[config.mk]
export PLATFORM = sky130hd
export DESIGN_NAME = uart_rx_byte
export DESIGN_NICKNAME = d
export VERILOG_FILES = /design/src/rtl/uart_pkg.sv /design/src/rtl/uart_rx_sync.sv /design/src/rtl/uart_rx_byte.sv
export SDC_FILE = /design/constraint.sdc
export NUM_CORES = 1
export LEC_CHECK = 0
export BUFFER_PORTS_ARGS = -buffer_cell sky130_fd_sc_hd__buf_4
export CORE_MARGIN = 2
export CORE_UTILIZATION = 62
export DETAILED_ROUTE_END_ITERATION = 8
export PLACE_DENSITY = 0.79
export SYNTH_ARGS = -nofsm -noshare
export SYNTH_HDL_FRONTEND = slang
export SYNTH_SLANG_ARGS = --single-unit
[constraint.sdc]
create_clock -name clk -period 3.64 [get_ports clk]
set_input_delay 0 -clock clk [delete_from_list [all_inputs] [get_ports clk]]
set_output_delay 0 -clock clk [all_outputs]
set_load 0.005 [all_outputs]
[src/rtl/uart_pkg.sv]
// Shared UART definitions: baud-select encoding, bit-period table and
// receiver state encoding, used by both the receiver and the transmitter.
package uart_pkg;

    localparam int CNT_W = 18;

    typedef enum logic [2:0] {
        BAUD_300        = 3'd0,
        BAUD_1200       = 3'd1,
        BAUD_2400       = 3'd2,
        BAUD_4800       = 3'd3,
        BAUD_9600       = 3'd4,
        BAUD_19200      = 3'd5,
        BAUD_115200     = 3'd6,
        BAUD_115200_ALT = 3'd7
    } baud_e;

    typedef enum logic [2:0] {
        ST_IDLE,
        ST_START,
        ST_DATA,
        ST_STOP,
        ST_WAIT_IDLE
    } rx_state_e;

    // Bit period in 50 MHz clk cycles: 1e9 / baud / 20, integer division.
    function automatic logic [CNT_W-1:0] bit_period(input baud_e code);
        case (code)
            BAUD_300:   return 18'd166666;
            BAUD_1200:  return 18'd41666;
            BAUD_2400:  return 18'd20833;
            BAUD_4800:  return 18'd10416;
            BAUD_9600:  return 18'd5208;
            BAUD_19200: return 18'd2604;
            default:    return 18'd434;
        endcase
    endfunction

endpackage

[src/rtl/uart_rx_sync.sv]
// Two-flop synchronizer for the asynchronous serial line plus a
// falling-edge detector on the synchronized value.
module uart_rx_sync (
    input  logic clk,
    input  logic rst,
    input  logic din,
    output logic line,
    output logic fall
);

    logic       meta;
    logic       prev;
    logic [2:0] armed;

    // NOTE: sequential state uses non-blocking assignments so every flop
    // samples the pre-edge value of its neighbour, giving a true shift chain.
    always_ff @(posedge clk or posedge rst) begin
        if (rst) begin
            meta  <= 1'b1;
            line  <= 1'b1;
            prev  <= 1'b1;
            armed <= '0;
        end else begin
            meta  <= din;
            line  <= meta;
            prev  <= line;
            armed <= {armed[1:0], 1'b1};
        end
    end

    // Edges are ignored until prev holds a real line sample, so a line that
    // is already low when reset drops is not mistaken for a start bit.
    assign fall = armed[2] & prev & ~line;

endmodule

[src/rtl/uart_rx_byte.sv]
// 8N1 UART byte receiver with selectable baud rate, mid-bit sampling,
// framing-error detection and break handling.
module uart_rx_byte
    import uart_pkg::*;
(
    input  logic       clk,
    input  logic       rst,
    input  logic       uart_rx,
    input  logic [2:0] baud_set,
    output logic [7:0] byte_out,
    output logic       rx_done,
    output logic       frame_err
);

    logic             line;
    logic             fall;
    rx_state_e        state, state_next;
    logic [CNT_W-1:0] cnt, cnt_next;
    logic [CNT_W-1:0] period;
    logic [CNT_W-1:0] half_m1;
    logic [2:0]       bit_idx, bit_idx_next;
    baud_e            baud_q;
    logic [7:0]       shift;
    logic             latch_baud;
    logic             shift_en;
    logic             done_set;
    logic             err_set;

    uart_rx_sync u_sync (
        .clk  (clk),
        .rst  (rst),
        .din  (uart_rx),
        .line (line),
        .fall (fall)
    );

    // Rate is frozen at the start edge, so mid-frame baud_set changes are inert.
    assign period  = bit_period(baud_q);
    assign half_m1 = (period >> 1) - 18'd1;

    // NOTE: every output of this block is given a default first; a path that
    // leaves one unassigned would infer a latch.
    always_comb begin
        state_next   = state;
        cnt_next     = cnt + 18'd1;
        bit_idx_next = bit_idx;
        latch_baud   = 1'b0;
        shift_en     = 1'b0;
        done_set     = 1'b0;
        err_set      = 1'b0;

        case (state)
            ST_IDLE: begin
                cnt_next = '0;
                if (fall) begin
                    state_next = ST_START;
                    latch_baud = 1'b1;
                end
            end
            ST_START: begin
                if (cnt == half_m1) begin
                    cnt_next     = '0;
                    bit_idx_next = '0;
                    state_next   = line ? ST_IDLE : ST_DATA;
                end
            end
            ST_DATA: begin
                if (cnt == period - 18'd1) begin
                    cnt_next     = '0;
                    shift_en     = 1'b1;
                    bit_idx_next = bit_idx + 3'd1;
                    if (bit_idx == 3'd7) state_next = ST_STOP;
                end
            end
            ST_STOP: begin
                if (cnt == period - 18'd1) begin
                    cnt_next = '0;
                    if (line) begin
                        done_set   = 1'b1;
                        state_next = ST_IDLE;
                    end else begin
                        err_set    = 1'b1;
                        state_next = ST_WAIT_IDLE;
                    end
                end
            end
            ST_WAIT_IDLE: begin
                // A held-low line (break) stays here, yielding a single frame_err.
                cnt_next = '0;
                if (line) state_next = ST_IDLE;
            end
            default: begin
                cnt_next   = '0;
                state_next = ST_IDLE;
            end
        endcase
    end

    // NOTE: the shift register is a handful of flops, not a memory array, so
    // it takes the reset like any other state and a fresh frame never sees
    // stale bits.
    always_ff @(posedge clk or posedge rst) begin
        if (rst) begin
            state     <= ST_IDLE;
            cnt       <= '0;
            bit_idx   <= '0;
            baud_q    <= BAUD_115200;
            shift     <= '0;
            byte_out  <= '0;
            rx_done   <= 1'b0;
            frame_err <= 1'b0;
        end else begin
            state     <= state_next;
            cnt       <= cnt_next;
            bit_idx   <= bit_idx_next;
            rx_done   <= done_set;
            frame_err <= err_set;
            if (latch_baud) baud_q   <= baud_e'(baud_set);
            if (shift_en)   shift    <= {line, shift[7:1]};
            if (done_set)   byte_out <= shift;
        end
    end

endmodule

; ---- Yosys cells after proc, flatten, opt, wreduce, memory -nomap -nowiden
; Cells that the tools add are included.
[totals]
reg_bits = 51
input_bits = 6
word_cells = 69
[op_classes]
n_addsub = 4
eq_ne = 18
mux = 26
reduce_logical = 6
n_bitwise = 3
[op_table]
columns = cell, n
row1 = 18-bit one-hot mux with 6 select lines, 1
row2 = 18-bit == test, 2
row3 = 18-bit two-way mux, 2
row4 = 18-bit one-hot mux with 2 select lines, 1
row5 = 3-bit two-way mux, 9
row6 = 18-bit by 1-bit adder with 18-bit output (second input constant), 1
row7 = 17-bit by 1-bit subtractor with 18-bit output (second input constant), 1
row8 = 18-bit by 1-bit subtractor with 18-bit output (second input constant), 1
row9 = 3-bit one-hot mux with 5 select lines, 1
row10 = 3-bit by 2-bit == test with 1-bit output (second input constant), 4
row11 = 3-bit == test (second input constant), 4
row12 = 1-bit two-way mux, 10
row13 = 2-bit inequality test (second input constant), 5
row14 = 3-bit by 1-bit == test with 1-bit output (second input constant), 2
row15 = 3-bit zero test, 2
row16 = 3-bit one-hot mux with 2 select lines, 1
row17 = 6-bit AND reduction, 1
row18 = 3-bit by 1-bit adder with 3-bit output (second input constant), 1
row19 = 3-bit AND reduction, 1
row20 = 1-bit AND, 2
row21 = 2-bit two-way mux, 1
row22 = 2-bit by 1-bit inequality test with 1-bit output (second input constant), 1
row23 = 2-bit nonzero test, 1
row24 = 2-bit OR reduction, 1
row25 = 1-bit inverter, 1

; ---- Logic depth before layout (Yosys ltp)
[logic_depth]
ltp_word = 6
mapped_depth = 13
mapped_depth_nobuf = 9

; ---- By module
; From an unflattened synthesis, not the netlist that was laid out.
[hier_totals]
cells_unflattened = 319
area_unflattened_um2 = 3241.9
[modules_own_cells]
columns = mod, cells_per_inst, n_inst, area_per_inst_um2, seq_area_each_um2
row1 = uart_rx_byte, 310, 1, 3071.7, 1128.6
row2 = uart_rx_sync, 9, 1, 170.2, 153.9

; ---- Worst setup path after synthesis
; OpenSTA, ideal clock, no wires.
[synth_path]
path_type = reg2reg
from = register baud_q[1]
to = register bit_idx[1]
synth_period_minus_slack_ps = 3199
t_required_ps = 3512
t_arrival_ps = 3071
setup_slack_ps = 441
stages_incl_launch_ff = 13
path_buffers = 3
path_cell_list = dfstp_2 -> buf_6 -> nor2b_1 -> clkbuf_1 -> nand2_1 -> ha_1 -> buf_2 -> xnor2_1 -> mux2_2 -> o211a_1 -> a311oi_2 -> nand3_2 -> mux2_1
[synth_between]
elab_chain_len = 6
elab_cells_between_ends = 14
[synth_rtl]
columns = element, line_no
row1 = from (decl), uart_rx_byte.sv:22  ; baud_e baud_q;
row2 = from (signal assigned), uart_rx_byte.sv:118  ; if (latch_baud) baud_q <= baud_e'(baud_set);
row3 = "3-bit == test, or another cell as far along", uart_pkg.sv:28  ; case (code)
row4 = 18-bit one-hot mux with 6 select lines *, uart_pkg.sv:28
row5 = 18-bit by 1-bit subtractor with 18-bit output / 17-bit by 1-bit subtractor with 18-bit output (equally long branches), "uart_rx_byte.sv:68, uart_rx_byte.sv:39"
row6 = "18-bit == test, on equally long branches", "uart_rx_byte.sv:68, uart_rx_byte.sv:61"
row7 = 2-bit inequality test (no source line), -
row8 = 3-bit AND reduction (no source line) *, -
row9 = to (signal assigned), uart_rx_byte.sv:115  ; bit_idx <= bit_idx_next;
row10 = to (decl), uart_rx_byte.sv:21  ; logic [2:0] bit_idx, bit_idx_next;
; Mark *: on every way between the ends. The rest lies on a longest branch, timed or not.
; A chain may end at the register's enable or synchronous reset.

; ---- Worst setup path after layout
[layout_path]
from = register baud_q[1]
to = register bit_idx[2]
; Same word-level chain as after synthesis.

==> flow_summary.ini <==
[timing]
worst_slack_ns = 0.185
hold_slack_ns = 0.343
fmax_mhz = 289
finalSetupTns_ns = 0
rsz0062_at_grt = no
finalCritPeriodShare = 0.949
worst_pin_slew_ns = 1.06
setup_viol = 0
slew_viol_final = 0
finalCriticalPeriod_ns = 3.45
skew_ns = 0.0111
hold_viol = 0
relSlewSlack = 0.291

[setup_path]
r2r-start = baud_q[1]
critical_path.max_fanout = 13
reg2reg_depth = 9
cp-start-kind = flop
cp.arrival_ns = 3.65
reg2reg_slack_ns = 0.19
reg2reg_to = bit_idx[2]
critPathKind = flop to flop
worstPathRequired_ns = 3.84
cp-end-kind = flop

[place]
placed_cells = 419
hpwl_mm = 5.47
pre_cts_slack_ns = 0.261
gp_congestion = 1.01
portBuffers = 15
placed_area_sq_um = 3570

[clock_network]
cts_buffers = 5
clk_latency_ns = 0.32
root_buffer = clkbuf_8
cts_max_level = 2
clockBufferDepth = 2
path_clk_slew_ns = 0.11
clock-sinks = 51
cts_tree = built

[synth]
syn_inst = 356
ys_top_cells_by_area = dfrtp_1, xnor2_1, mux2_1, dfstp_2, a21oi_1
synth_cell_types = 76
mappedNetlistNets = 367
synth_area_per_cell_sq_um = 9.78
synth.cell_area_sq_um = 3480
synth_top_area_frac = 0.330
ys_seq_area_frac = 0.368
yosys_warnings = 0
synth_edf_count = 0
ys.flop_type = dfrtp_1
synth-seq-cells = 51
yosysTopAreaCell = dfrtp_1
ys_async_sr_fraction = 1.00

[global_route]
grt_max_degree = 52
grt_usage = 0.278
antenna_found_initial = 0
grt_remaining_overflow = 0
grt_pass1_vias = 2684
grt_pass1_wl_mm = 13.4

[final_layout]
n_fill_cell = 418
final_common_cell = dfrtp_1
fin_nets = 371
finalNonFillerCells = 433
postLayoutCellArea_sq_um = 3780
drive_gt1_frac = 0.169
area_growth_pct = 8.62
mostFrequentLayoutCells = dfrtp_1, a21oi_1, buf_4, xnor2_1, nand3_1
utilization = 0.691
antenna-diode-count = 0

[route]
drt-wirelength-per-cell_microns = 18.9
dr.pass1.iters = 6
via_count = 2929
finalWirelength_mm = 8.19
viasPerCell = 6.76
first_iter_violations = 435
drc = 0
ant_nets = 0

[floorplan]
ios = 16
die_x_microns = 79.0
core_sq_um = 5470
die-area_sq_um = 6230
fp.dieH_microns = 79.0
start_util = 0.636
rows = 27

[power_and_ir_drop]
leakagePower_nw = 1.63
switching_share = 0.436
clkPwrFrac = 0.182
ir_worst_vdd_mv = 0.416
pwr-share-seq = 0.296
power_mw = 2.68
power.switching_mw = 1.17
pwr-share-comb = 0.522
p_per_area_nw_per_um2 = 708
p_int_mw = 1.51

[run]
drv_cap = 0

[hold_path]
min_to = u_sync.meta
min_from = uart_rx
holdPathStages = 2
hold_class = primary input to flop

[status]
status = complete, no violations
-- routing by layer --
metal  global-route usage  share of wire  wire, microns  up-vias
met1                0.383           0.44           3590     1423
met4                0.112          0.030            244        0
li1                     -              -              -     1327
met2                0.431           0.46           3760      145
met5                    0              0              0        -
met3               0.0580          0.072            587       34
-- worst max-delay path by stage --
| stage | startpoint | endpoint | slack [ns] | cells past startpoint |
|---|---|---|---|---|
| floorplan | baud_q[1] | bit_idx[1] | 0.44 | 12 |
| global placement | baud_q[1] | cnt[5] | 0.45 | 8 |
| detailed placement | baud_q[1] | cnt[3] | 0.26 | 8 |
| CTS | baud_q[1] | cnt[12] | 0.11 | 8 |
| global route | baud_q[1] | shift[7] | 0.003 | 8 |
| finish | baud_q[1] | bit_idx[2] | 0.19 | 9 |
-- logic make-up after synthesis --
logic type               synth area share
flip-flops                          0.368
other                             0.00108
buffers and inverters              0.0621
AO/OA/AOI/OAI                       0.176
multiplexers                       0.0826
AND/OR/NAND/NOR                     0.214
XOR/XNOR                           0.0779
adder cells (fa/ha/maj)            0.0180
-- cells in the mapped netlist, types with 3 or more instances --
cell type / count
dfrtp_1: 46
a21oi_1: 24
xnor2_1: 22
nand3_1: 15
clkbuf_1: 14
mux2_1: 14
nor2_1: 12
and3_1: 11
inv_1: 10
nand2_1: 9
xor2_1: 9
buf_2: 8
mux2_2: 8
nand2b_1: 8
o21ai_0: 8
nor3_1: 7
nor3b_1: 7
buf_4: 6
nand3b_1: 6
dfstp_2: 5
ha_1: 5
nor2b_1: 5
or3_1: 5
a311oi_1: 4
a31oi_1: 4
mux2i_1: 4
nand4_1: 4
nor4b_1: 4
o211ai_1: 4
a211oi_1: 3
buf_6: 3
o211a_1: 3
o22ai_1: 3
o31a_1: 3
or4_1: 3
-- power groups by stage --
stage	clock [mW]	sequential [mW]	combinational (mW)
2_1_floorplan	0	0.671	1.22
3_3_place_gp	0	0.793	1.29
3_5_place_dp	0	0.796	1.33
4_1_cts	0.497	0.786	1.35
5_1_grt	0.515	0.806	1.53
6_report	0.487	0.794	1.40
-- critical path: stages, from the launching register on --
cell and delay (ns):
dfstp_2 0.68, nor2b_1 0.20, nand2_1 0.09, ha_1 0.34
xnor2_1 0.14, a311oi_1 0.44, o211ai_1 0.28, nor4_4 0.41
nand3_2 0.33, mux2_1 0.41
-- registers in the layout, summed over array words and instances, names as in the netlist, 3 cells and up --
register and flops:
baud_q 3, state 3, shift 8, byte_out 8, bit_idx 3, u_sync.armed 3
cnt 18
-- cell type report --
cell class | count | area (sq um) | area share
multi-input combinational | 262 | 1990 | 0.525
timing repair buffer | 29 | 243 | 0.0642
clock buffer | 5 | 68.8 | 0.0182
sequential | 51 | 1280 | 0.339
inverter | 11 | 41.3 | 0.0109
tap | 72 | 90.1 | 0.0238
clock inverter | 3 | 71.3 | 0.0188
-- timing repair --
action	CTS	global route
hold buffers	5	0
endpoints found under the setup margin	0	37
buffers inserted	0	1
gates resized for setup	0	1
hold endpoints to repair	50	0
(Power assumes the default switching activity.)
